## src/rtl/mem_req_ctrl.sv

```systemverilog
// In-order request front-end for the mem block: command FIFO, issue FSM, held read response.
// Optional MEM_REQ_CTRL_STATS_EN adds saturating wr_cnt/rd_cnt outputs.
module mem_req_ctrl #(
    parameter int ADDR_W = 4,
    parameter int DATA_W = 8,
    parameter int DEPTH  = 4,
    parameter int RD_LAT = 1
) (
    input  logic                       clk,
    input  logic                       rst,
    input  logic                       req_valid,
    output logic                       req_ready,
    input  logic                       req_wr_rd,
    input  logic [ADDR_W-1:0]          req_addr,
    input  logic [DATA_W-1:0]          req_wdata,
    output logic [ADDR_W-1:0]          mem_addr,
    output logic                       mem_wr_rd,
    output logic [DATA_W-1:0]          mem_wr_data,
    input  logic [DATA_W-1:0]          mem_rd_data,
    output logic                       rsp_valid,
    input  logic                       rsp_ready,
    output logic [DATA_W-1:0]          rsp_data,
`ifdef MEM_REQ_CTRL_STATS_EN
    output logic [15:0]                wr_cnt,
    output logic [15:0]                rd_cnt,
`endif
    output logic [$clog2(DEPTH):0]     fifo_count
);

    localparam int PTR_W = $clog2(DEPTH);
    localparam int CNT_W = PTR_W + 1;
    localparam int ENT_W = 1 + ADDR_W + DATA_W;

    typedef enum logic [1:0] {IDLE, RD_WAIT, RSP_HOLD} state_t;

    state_t              state_q, state_d;
    logic [ENT_W-1:0]    fifo_q [DEPTH];
    logic [ENT_W-1:0]    fifo_d [DEPTH];
    logic [PTR_W-1:0]    wr_ptr_q, wr_ptr_d;
    logic [PTR_W-1:0]    rd_ptr_q, rd_ptr_d;
    logic [CNT_W-1:0]    count_q, count_d;
    logic [ADDR_W-1:0]   mem_addr_q, mem_addr_d;
    logic                mem_wr_rd_q, mem_wr_rd_d;
    logic [DATA_W-1:0]   mem_wr_data_q, mem_wr_data_d;
    logic [2:0]          lat_q, lat_d;
    logic                rsp_valid_q, rsp_valid_d;
    logic [DATA_W-1:0]   rsp_data_q, rsp_data_d;

    logic                push, pop;
    logic [ENT_W-1:0]    head;
    logic                head_wr;
    logic [ADDR_W-1:0]   head_addr;
    logic [DATA_W-1:0]   head_data;

    assign req_ready   = (count_q < CNT_W'(DEPTH));
    assign push        = req_valid && req_ready;
    assign head        = fifo_q[rd_ptr_q];
    assign head_wr     = head[ENT_W-1];
    assign head_addr   = head[ENT_W-2 -: ADDR_W];
    assign head_data   = head[DATA_W-1:0];

    assign fifo_count  = count_q;
    assign mem_addr    = mem_addr_q;
    assign mem_wr_rd   = mem_wr_rd_q;
    assign mem_wr_data = mem_wr_data_q;
    assign rsp_valid   = rsp_valid_q;
    assign rsp_data    = rsp_data_q;

    always_comb begin
        state_d       = state_q;
        pop           = 1'b0;
        mem_addr_d    = mem_addr_q;
        mem_wr_rd_d   = 1'b0;
        mem_wr_data_d = mem_wr_data_q;
        lat_d         = lat_q;
        rsp_valid_d   = rsp_valid_q;
        rsp_data_d    = rsp_data_q;
        unique case (state_q)
            IDLE: begin
                if (|count_q) begin
                    pop        = 1'b1;
                    mem_addr_d = head_addr;
                    if (head_wr) begin
                        mem_wr_rd_d   = 1'b1;
                        mem_wr_data_d = head_data;
                    end else begin
                        lat_d   = 3'(RD_LAT);
                        state_d = RD_WAIT;
                    end
                end
            end
            RD_WAIT: begin
                if (lat_q == 3'd0) begin
                    rsp_data_d  = mem_rd_data;
                    rsp_valid_d = 1'b1;
                    state_d     = RSP_HOLD;
                end else begin
                    lat_d = lat_q - 3'd1;
                end
            end
            RSP_HOLD: begin
                if (rsp_ready) begin
                    rsp_valid_d = 1'b0;
                    state_d     = IDLE;
                end
            end
            default: state_d = IDLE;
        endcase
    end

    always_comb begin
        fifo_d   = fifo_q;
        wr_ptr_d = wr_ptr_q;
        rd_ptr_d = rd_ptr_q;
        count_d  = count_q;
        if (push) begin
            fifo_d[wr_ptr_q] = {req_wr_rd, req_addr, req_wdata};
            wr_ptr_d         = wr_ptr_q + 1'b1;
        end
        if (pop) begin
            rd_ptr_d = rd_ptr_q + 1'b1;
        end
        unique case ({push, pop})
            2'b10:   count_d = count_q + 1'b1;
            2'b01:   count_d = count_q - 1'b1;
            default: count_d = count_q;
        endcase
    end

    // Storage needs no reset: entries are only read when count_q says valid.
    always_ff @(posedge clk) begin
        fifo_q <= fifo_d;
    end

    always_ff @(posedge clk) begin
        if (rst) begin
            state_q       <= IDLE;
            wr_ptr_q      <= '0;
            rd_ptr_q      <= '0;
            count_q       <= '0;
            mem_addr_q    <= '0;
            mem_wr_rd_q   <= 1'b0;
            mem_wr_data_q <= '0;
            lat_q         <= '0;
            rsp_valid_q   <= 1'b0;
            rsp_data_q    <= '0;
        end else begin
            state_q       <= state_d;
            wr_ptr_q      <= wr_ptr_d;
            rd_ptr_q      <= rd_ptr_d;
            count_q       <= count_d;
            mem_addr_q    <= mem_addr_d;
            mem_wr_rd_q   <= mem_wr_rd_d;
            mem_wr_data_q <= mem_wr_data_d;
            lat_q         <= lat_d;
            rsp_valid_q   <= rsp_valid_d;
            rsp_data_q    <= rsp_data_d;
        end
    end

`ifdef MEM_REQ_CTRL_STATS_EN
    logic [15:0] wr_cnt_q, wr_cnt_d;
    logic [15:0] rd_cnt_q, rd_cnt_d;

    always_comb begin
        wr_cnt_d = wr_cnt_q;
        rd_cnt_d = rd_cnt_q;
        if (mem_wr_rd_d && wr_cnt_q != 16'hFFFF) begin
            wr_cnt_d = wr_cnt_q + 16'd1;
        end
        if (state_q == RSP_HOLD && rsp_ready && rd_cnt_q != 16'hFFFF) begin
            rd_cnt_d = rd_cnt_q + 16'd1;
        end
    end

    always_ff @(posedge clk) begin
        if (rst) begin
            wr_cnt_q <= '0;
            rd_cnt_q <= '0;
        end else begin
            wr_cnt_q <= wr_cnt_d;
            rd_cnt_q <= rd_cnt_d;
        end
    end

    assign wr_cnt = wr_cnt_q;
    assign rd_cnt = rd_cnt_q;
`endif

endmodule
```

## config.mk

```make
export PLATFORM = sky130hd
export DESIGN_NAME = mem_req_ctrl
export DESIGN_NICKNAME = d
export VERILOG_FILES = /design/src/rtl/mem_req_ctrl.sv
export SDC_FILE = /design/constraint.sdc
export NUM_CORES = 1
export LEC_CHECK = 0
export CORE_ASPECT_RATIO = 1.5
export CORE_UTILIZATION = 38
export CTS_BUF_LIST = sky130_fd_sc_hd__clkbuf_8
export DETAILED_ROUTE_END_ITERATION = 12
export HOLD_SLACK_MARGIN = 0.12
export PLACE_DENSITY = 0.7
export SETUP_SLACK_MARGIN = 0.05
export SLEW_MARGIN = 20
export SYNTH_ARGS = -nofsm -noshare
export SYNTH_HDL_FRONTEND = slang
export SYNTH_SLANG_ARGS = --single-unit
```

## constraint.sdc

```tcl
create_clock -name clk -period 5.95 [get_ports clk]
set_input_delay 1.19 -clock clk [delete_from_list [all_inputs] [get_ports clk]]
set_output_delay 1.19 -clock clk [all_outputs]
set_load 0.1 [all_outputs]
```

==> impl_metrics.yaml <==
finish:
  most-common-layout-cells: "edfxtp_1 (52), clkdlybuf4s50_1 (50), dfxtp_1 (34)"
  final_common_cell: "edfxtp_1"
  area_growth_pct: 22.3
  num-nets-final: 326
  diodes: 0
  drive_gt1_frac: 0.0906
floorplanning:
  num_rows: 42
  initial_utilization: 0.391
  core_area_mm2: 0.00878
  die_area_mm2: 0.00942
  dieHeight_um: 118
  die_x_um: 79.6
  io_pins: 51
global_routing:
  overflow: 0
  antenna_found_initial: 0
  grtUsageTotal: 0.133
  grt_pass1_wl_um: 9490
  grt_pass1_vias: 1984
  grt_max_degree: 45
run:
  drv_cap: 0
timing:
  max_slew_margin: 0.340
  hold_viol_final: 0
  post-route-period-util: 0.526
  hold_ws_ps: 457
  fin_crit_ps: 3130
  slew_viol_final: 0
  skew_ps: 12.8
  fmax_mhz: 319
  rsz0062_at_grt: "no"
  setup_violations: 0
  fin_setup_tns_ps: 0
  worstMarginPinSlew_ps: 987
route:
  drc: 0
  drt_iter0_markers: 115
  wl_met2_um: 3180
  drt-met1-wl_um: 2350
  dr.pass1.iters: 4
  routedWlPerCell_um: 14.2
  final_antenna_net_count: 0
  totalWireLength_um: 5780
  top_layer_used: "met4"
  vias: 1974
  wl_met3_um: 153
  avgViaCountPerCell: 4.84
worst_setup_path:
  crit_type: "register to output port"
  crit_buf_inv: 1
  critPathSlowestCell: "clkdlybuf4s50_1"
  crit_family: "buffers and inverters"
  critPathMaxFanout: 7
  path_cells: "clkdlybuf4s50_1"
  cpPeakStageDelay_ps: 1170
  worst_ep_arrival_time_ps: 1940
  worst_setup_path_start_kind: "register"
  crit_path_end_kind: "output port"
  worstPathRequired_ps: 4760
clocking:
  insertion_delay_ps: 340
  htree_num_levels: 3
  clkSinkCount: 86
  cts_inserted_buffers: 9
  cts_buffer_depth: 2
  clk_pin_slew_ps: 90
  cts_root_buf: "clkbuf_8"
  hold_buffers: 0
  cts_tree: "built"
  cts_setup_buffers: 0
  ctsResizeCount: 0
synth:
  ys_types: 36
  synth_edf_count: 52
  seq_area_frac_synth: 0.654
  ys.flop_type: "edfxtp_1"
  synth.area.top_cells: "edfxtp_1 (46%), dfxtp_1 (20%), mux4_2 (5.9%), nand2b_1 (3.1%), mux4_1 (3.1%)"
  synth_area_leader_cell: "edfxtp_1"
  syn_avg_cell_area_um2: 14.1
  yosys_warnings: 0
  ys_ff_latch: 86
  async_reset_ff_frac: 0
  netlist.area_leader.share: 0.455
  syn-num-nets: 276
  syn_inst: 243
  synth_area_mm2: 0.00343
pwr:
  leakage_nw: 1.44
  power_density_mw_per_mm2: 484
  total_power_mw: 2.03
  ir_drop_uv: 204
worst_hold_path:
  worstHoldPathType: "register to register"
placement:
  hpwl_um: 3930
  portBuffers: 50
  gp_congestion: 0.699
status:
  outcome: "completed"
## power breakdown
part           internal (mW)  switching [mW]
Combinational          0.266           0.595
Clock                  0.153           0.205
Sequential             0.737          0.0744
Total                   1.16           0.874
## through the flow
stage / instance area, µm² / std cells / worst slack, ps / utilization
6_report: 4190 / 408 / 2820 / 0.478
4_1_cts: 4190 / 408 / 2790 / 0.478
3_3_place_gp: 4020 / 392 / 2810 / 0.458
2_1_floorplan: 3430 / 243 / 3060 / -
5_1_grt: 4190 / 408 / 2760 / 0.478
3_5_place_dp: 4020 / 392 / 2740 / 0.458
## flip-flops by register name, summed over array words and instances (netlist names)
signal       cells
fifo_q          52
mem_wr_data      8
rsp_data         8
mem_addr         4
fifo_count       3
lat_q            3
rd_ptr_q         2
state_q          2
wr_ptr_q         2
mem_wr_rd        1
rsp_valid        1
## logic make-up after synthesis
kind of cell / Yosys count / synth area share
flops: 86 / 0.654
simple gates: 72 / 0.111
mux: 23 / 0.119
xor+xnor: 3 / 0.00766
fa+ha+maj: 8 / 0.0314
compound gates: 28 / 0.0474
buf+inv: 23 / 0.0299
## worst register-to-register path, cell delays in order, from the launching register on
cell	delay, ps
dfxtp_1	360
nor3_1	780
nor2_1	120
ha_1	250
inv_1	70
fa_1	170
xor2_1	70
or3_1	300
a21oi_1	140
## final cells by class
cell class                      count  area [µm²]
Sequential cell                    86        2240
Clock inverter                      7        51.3
Fill cell                         769        4580
Inverter                           10        37.5
Timing Repair Buffer               52         515
Multi-Input combinational cell    134        1080
Clock buffer                        9         124
Tap cell                          110         138
## synthesized netlist by cell type (6+ instances only)
cell type,n
edfxtp_1,52
dfxtp_1,34
a21oi_1,17
nand2b_1,17
nand2_1,16
nor2_1,13
inv_1,10
mux2i_1,10
mux4_2,9
ha_1,7
clkbuf_1,6
nand3_1,6
o21ai_0,6
## routing by layer
metal	up-vias	GRT usage
met5	-	0
met1	954	0.153
met4	0	0.0602
met2	28	0.229
li1	986	-
met3	6	0.0309
## final timing paths
check                              startpoint       endpoint  depth (start not counted)  slack, ps
worst min-delay path              rsp_data[6]    rsp_data[6]                          2        460
worst max-delay path            fifo_count[2]  fifo_count[2]                          1       2820
worst min register to register    rsp_data[6]    rsp_data[6]                          2        460
worst max register to register  fifo_count[0]  fifo_count[2]                          8       3620
Note: power is estimated with default switching activity, not from simulation.
==> variant 1 (same flow settings) <==
Re-encode `state_t` (3 states) as one-hot, 3 bits wide.
--- a/src/rtl/mem_req_ctrl.sv
+++ b/src/rtl/mem_req_ctrl.sv
@@ -31,7 +31,7 @@
     localparam int CNT_W = PTR_W + 1;
     localparam int ENT_W = 1 + ADDR_W + DATA_W;
 
-    typedef enum logic [1:0] {IDLE, RD_WAIT, RSP_HOLD} state_t;
+    typedef enum logic [2:0] {IDLE = 3'b001, RD_WAIT = 3'b010, RSP_HOLD = 3'b100} state_t;
 
     state_t              state_q, state_d;
     logic [ENT_W-1:0]    fifo_q [DEPTH];
Function: no difference found for any inputs over 10 cycles, from zero or initial values and one cycle with rst high; not proved beyond that.
==> variant 1 against the original RTL <==
Wire length up 3.7%. Count of clock-buffer cells in the layout unchanged. Global-route usage up 0.81 points. Setup slack worse by 0.017 ns. Utilization down 0.20 points. Design area up 0.78%. Power down 3.2%. Register-to-register slack worse by 0.14 ns. Sequential cell count up 1. Critical path depth unchanged. Combinational power down 7.6%. Synthesized area up 1.6%. Worst hold slack better by 0.022 ns.
==> variant 1: results (changes against the original RTL) <==
Yosys
In the synthesized netlist the dominant register cell turns out to be sky130_fd_sc_hd__edfxtp_1. The count of distinct cell types in the synthesized netlist was 38 (+5.6%). The count of yosys warnings during synthesis is 0 (unchanged). The sequential-to-total area share from yosys stat is 0.649 (-0.00482). The number of nets produced by synthesis came to 272 (-1.4%).

The arithmetic-cell share of the synthesized area counting full adders, half adders and majority gates was 0.0309 (-0.000507). The portion of netlist area occupied by mux cells came to 0.133 (+0.0139). After synthesis, the cell types taking the most area are sky130_fd_sc_hd__edfxtp_1, sky130_fd_sc_hd__dfxtp_1, sky130_fd_sc_hd__mux4_2. The commonest cells after synthesis are sky130_fd_sc_hd__edfxtp_1, sky130_fd_sc_hd__dfxtp_1, sky130_fd_sc_hd__mux2i_1, sky130_fd_sc_hd__nand2b_1, sky130_fd_sc_hd__nor2_1. The share of flip-flops with an asynchronous set or reset came to 0 (unchanged).

The number of flops mapped to enable cells by yosys was 52 (unchanged). The post-synthesis compound-gate area fraction was 0.0395 (-0.00794). The xor and xnor area share after synthesis is 0.0101 (+0.00239).

STA
The worst slew margin relative to its limit came to 0.335 (-0.00523). The worst hold slack was 0.478 ns (+0.0216 ns). The final clock skew is 0.00750 ns (-0.00526 ns).

Global routing
The largest net degree at the start of global routing is 46 (+2.2%). The wire length of the first global-routing pass is 9760 um (+2.8%). The total routing usage reported by global routing is 0.141 (+0.00806). The number of global-route vias before repair is 1974 (-0.50%).

Worst hold path
For hold timing, the worst endpoint is mem_wr_data[4]. The cell count of the worst hold path is 2 (unchanged). The start point of the worst min-delay path is mem_wr_data[4].

Drt
The first-iteration detailed-routing DRC count is 80 (-30%). The via-per-instance ratio came to 4.91 (+1.5%). The detail-routed net length per standard cell is 14.9 um (+5.3%).

The number of design rule violations left after detail routing is 0 (unchanged).

Die
The effective utilization at floorplan came to 0.393 (+0.00172).

Critical path
The data arrival at the endpoint of the critical path was 1.96 ns (+0.02 ns). The slack of the worst reg-to-reg path is 3.48 ns (-0.14 ns). The largest fanout on the critical path is 7 (unchanged). The cell with the largest stage delay on the worst path is sky130_fd_sc_hd__clkdlybuf4s50_1. Among cell families on the critical path, the largest total delay comes from buffers and inverters. The worst register-to-register path begins at state_q[0].

Power and ir drop
The leakage power figure is 1.44 nW (+0.18%). The highest ir drop seen on vdd is 219 uV (+7.5%).

Finish
The flip-flop count of the largest register after layout is 52 (unchanged). The final-stage net count came to 320 (-1.8%). The antenna cell count is 0 (unchanged). The ratio of cells with drive above 1 in the final layout came to 0.110 (+0.0190).

CTS
The clock-pin slew on the worst setup and hold paths is ~0.080 ns. The clock root buffer is sky130_fd_sc_hd__clkbuf_8. The post-cts repair resize count was 0 (unchanged). The maximum level of the CTS H-tree is 3 (unchanged). The clock reaches the later pin of the worst-skew pair after between 0.3 and 0.4 ns.

The buffer levels on the longest clock path came to 2 (unchanged).

Outcome
The flow ran to the end, and the final reports show no timing, DRC or antenna violations.

Placed design
The detailed-placement wirelength estimate is 4080 um (+3.9%). The global placement routability congestion came to 0.719 (+2.9%).
-- variant 1: report_power, final --
group	switching (mW)	internal [mW]	total, mW
registers	0.0772	0.742	0.819
clock network	0.202	0.148	0.350
logic	0.543	0.252	0.795
total	0.822	1.14	1.96
-- variant 1: worst max-delay path by stage --
stage	to	slack, ns	startpoint
after floorplan	req_ready	3.04	fifo_count[2]
after global placement	fifo_count[2]	2.78	req_valid
after detailed placement	fifo_count[2]	2.69	req_valid
after CTS	fifo_count[2]	2.77	fifo_count[2]
after global routing	fifo_count[2]	2.71	fifo_count[2]
final	fifo_count[2]	2.80	fifo_count[2]
-- variant 1: stage by stage --
stage                      util  cell area [um^2]  power [mW]  std cells  setup WS, ns
after floorplan               -              3490        1.46        239          3.04
after global placement    0.457              4060        1.62        386          2.78
after detailed placement  0.457              4060        1.63        386          2.69
after CTS                 0.476              4230        1.99        402          2.77
after global routing      0.476              4230        2.06        402          2.71
final                     0.476              4230        1.96        402          2.80
-- variant 1: cell families (layout without fill, tap and decap cells) --
kind of cell,after synthesis,count (layout)
muxes,30,30
buffers and inverters,25,78
DFF,87,87
xor gates and xnor gates,4,4
and+or+nand+nor,62,62
AOI/OAI and AO/OA,23,23
adders and majority gates,8,8
-- variant 1: final cells by class --
cell class | count | area (um^2)
fillers | 785 | 4660
flip-flops and latches | 87 | 2260
multi-input cells | 127 | 1110
repair buffers | 51 | 508
well taps | 110 | 138
clock buffers | 9 | 124
inverters | 11 | 41.3
clock inverters | 7 | 38.8
-- variant 1: metal layers --
metal,part of all wire,GRT usage
met1,0.39,0.149
met2,0.56,0.248
met3,0.026,0.0314
met4,0.025,0.0871
met5,0,0
==> variant 2 (config.mk and constraints unchanged) <==
Made on the original files. Set the parameter `ADDR_W` to 5 (it was 4).
--- a/src/rtl/mem_req_ctrl.sv
+++ b/src/rtl/mem_req_ctrl.sv
@@ -1,7 +1,7 @@
 // In-order request front-end for the mem block: command FIFO, issue FSM, held read response.
 // Optional MEM_REQ_CTRL_STATS_EN adds saturating wr_cnt/rd_cnt outputs.
 module mem_req_ctrl #(
-    parameter int ADDR_W = 4,
+    parameter int ADDR_W = 5,
     parameter int DATA_W = 8,
     parameter int DEPTH  = 4,
     parameter int RD_LAT = 1
Interface: changed (resized mem_addr and req_addr); port bits go from 51 to 53. The function was not compared with the original's and may differ.
==> variant 2 against the original RTL <==
Non-clock buffer count rose by 3. Sequential cell count increased by 5. Setup slack got worse by 0.0063 ns. Wire length increased by 4.8%. Count of clock-buffer cells in the layout increased by 3. Synthesized area grew 5.2%. Design area is 4.9% higher. Power increased by 5.4%. Critical path type unchanged. Largest cell class unchanged. Largest power group unchanged.
==> variant 2: results (changes against the original RTL) <==
Outcome
The run finished with clean final reports.

Drt
The first-iteration detailed-routing DRC count came to 113 (-1.7%). The routed metal-1 wire length is 2460 um (+4.8%). The total number of vias was 2078 (+5.3%). The detailed-routed wire length on met2 is 3250 um (+2.1%). The via-per-instance ratio is 4.92 (+1.8%). The final wirelength came to 6050 um (+4.8%).

Power and ir drop
The highest ir drop seen on vdd is 254 uV (+25%). The leakage power figure is 1.51 nW (+4.8%). The switching power is 0.898 mW (+2.7%).

STA
The final clock skew was 0.0107 ns (-0.00206 ns). The worst slew margin relative to its limit is 0.336 (-0.00375).

Global routing
The wire length of the first global-routing pass was 9780 um (+3.1%). The largest net degree at the start of global routing was 46 (+2.2%). The number of global-route vias before repair is 2062 (+3.9%).

Placed design
The number of I/O port buffers was 52 (+4.0%). The cell count after placement is 406 (+3.6%). The worst-case setup slack after placement is 2.72 ns (-0.0137 ns).

The detailed-placement wirelength estimate is 4140 um (+5.3%). The placement-stage cell area came to 0.00421 mm^2 (+4.9%).

Yosys
Sorting the synthesized cells by area gives the leading types as sky130_fd_sc_hd__edfxtp_1, sky130_fd_sc_hd__dfxtp_1, sky130_fd_sc_hd__mux4_2. The number of flops mapped to enable cells by yosys is 56 (+7.7%). The mean instance size in the synthesized netlist is 14.1 um^2 (+0.23%). Ranked by instance count, the synthesized netlist is headed by sky130_fd_sc_hd__edfxtp_1, sky130_fd_sc_hd__dfxtp_1, sky130_fd_sc_hd__a21oi_1. The number of nets produced by synthesis is 289 (+4.7%).

Critical path
In this run the critical register-to-register path is launched from rd_ptr_q[0].

Finish
The flip-flop count of the largest register after layout is 56 (+7.7%). The final-stage net count is 339 (+4.0%).

Worst hold path
The worst hold path begins at rsp_data[5].
==> variant 2: cell count changes in the layout (fill, tap and decap cells not counted), moves of 2 or more <==
cell                              unedited run  this run
sky130_fd_sc_hd__clkdlybuf4s50_1            50        52
sky130_fd_sc_hd__edfxtp_1                   52        56
sky130_fd_sc_hd__clkinv_4                    4         0
sky130_fd_sc_hd__mux4_2                      9        14
sky130_fd_sc_hd__clkinv_2                    0         2
sky130_fd_sc_hd__a21oi_1                    17        19
sky130_fd_sc_hd__mux4_1                      4         0
sky130_fd_sc_hd__clkbuf_8                    9        12
==> variant 2: cell type report <==
| type | count | area (um^2) |
|---|---|---|
| timing repair buffer | 55 | 543 |
| clock inverter | 4 | 17.5 |
| clock buffer | 12 | 165 |
| sequential | 91 | 2380 |
| inverter | 10 | 37.5 |
| multi-input combinational | 138 | 1110 |
| fill | 825 | 4860 |
| tap | 112 | 140 |
==> variant 2: layer usage <==
layer / global-route usage / up-vias
li1: - / 1023
met1: 0.152 / 1007
met5: 0 / -
met2: 0.236 / 40
met3: 0.0323 / 8
met4: 0.0737 / 0
==> variant 2: worst paths after layout <==
path                                       end  slack, ns  cells after the start
worst max-delay path             fifo_count[2]       2.81                      1
worst min-delay path               rsp_data[5]       0.46                      2
worst max register to register  mem_wr_data[2]       3.55                      3
worst min register to register     rsp_data[5]       0.46                      2
==> variant 2: power groups by stage <==
stage / Combinational (mW) / Sequential (mW) / Clock, mW
after floorplan: 0.351 / 1.23 / 0
after global placement: 0.898 / 0.872 / 0
after detailed placement: 0.911 / 0.876 / 0
after CTS: 0.912 / 0.862 / 0.391
after global routing: 0.958 / 0.876 / 0.412
final: 0.903 / 0.858 / 0.378
==> variant 2: cell families after synthesis <==
logic type	synth area share
XOR/XNOR	0.00729
AND/OR/NAND/NOR	0.106
buffers and inverters	0.0316
AO/OA/AOI/OAI	0.0493
adder cells (fa/ha/maj)	0.0298
multiplexers	0.115
flip-flops	0.660
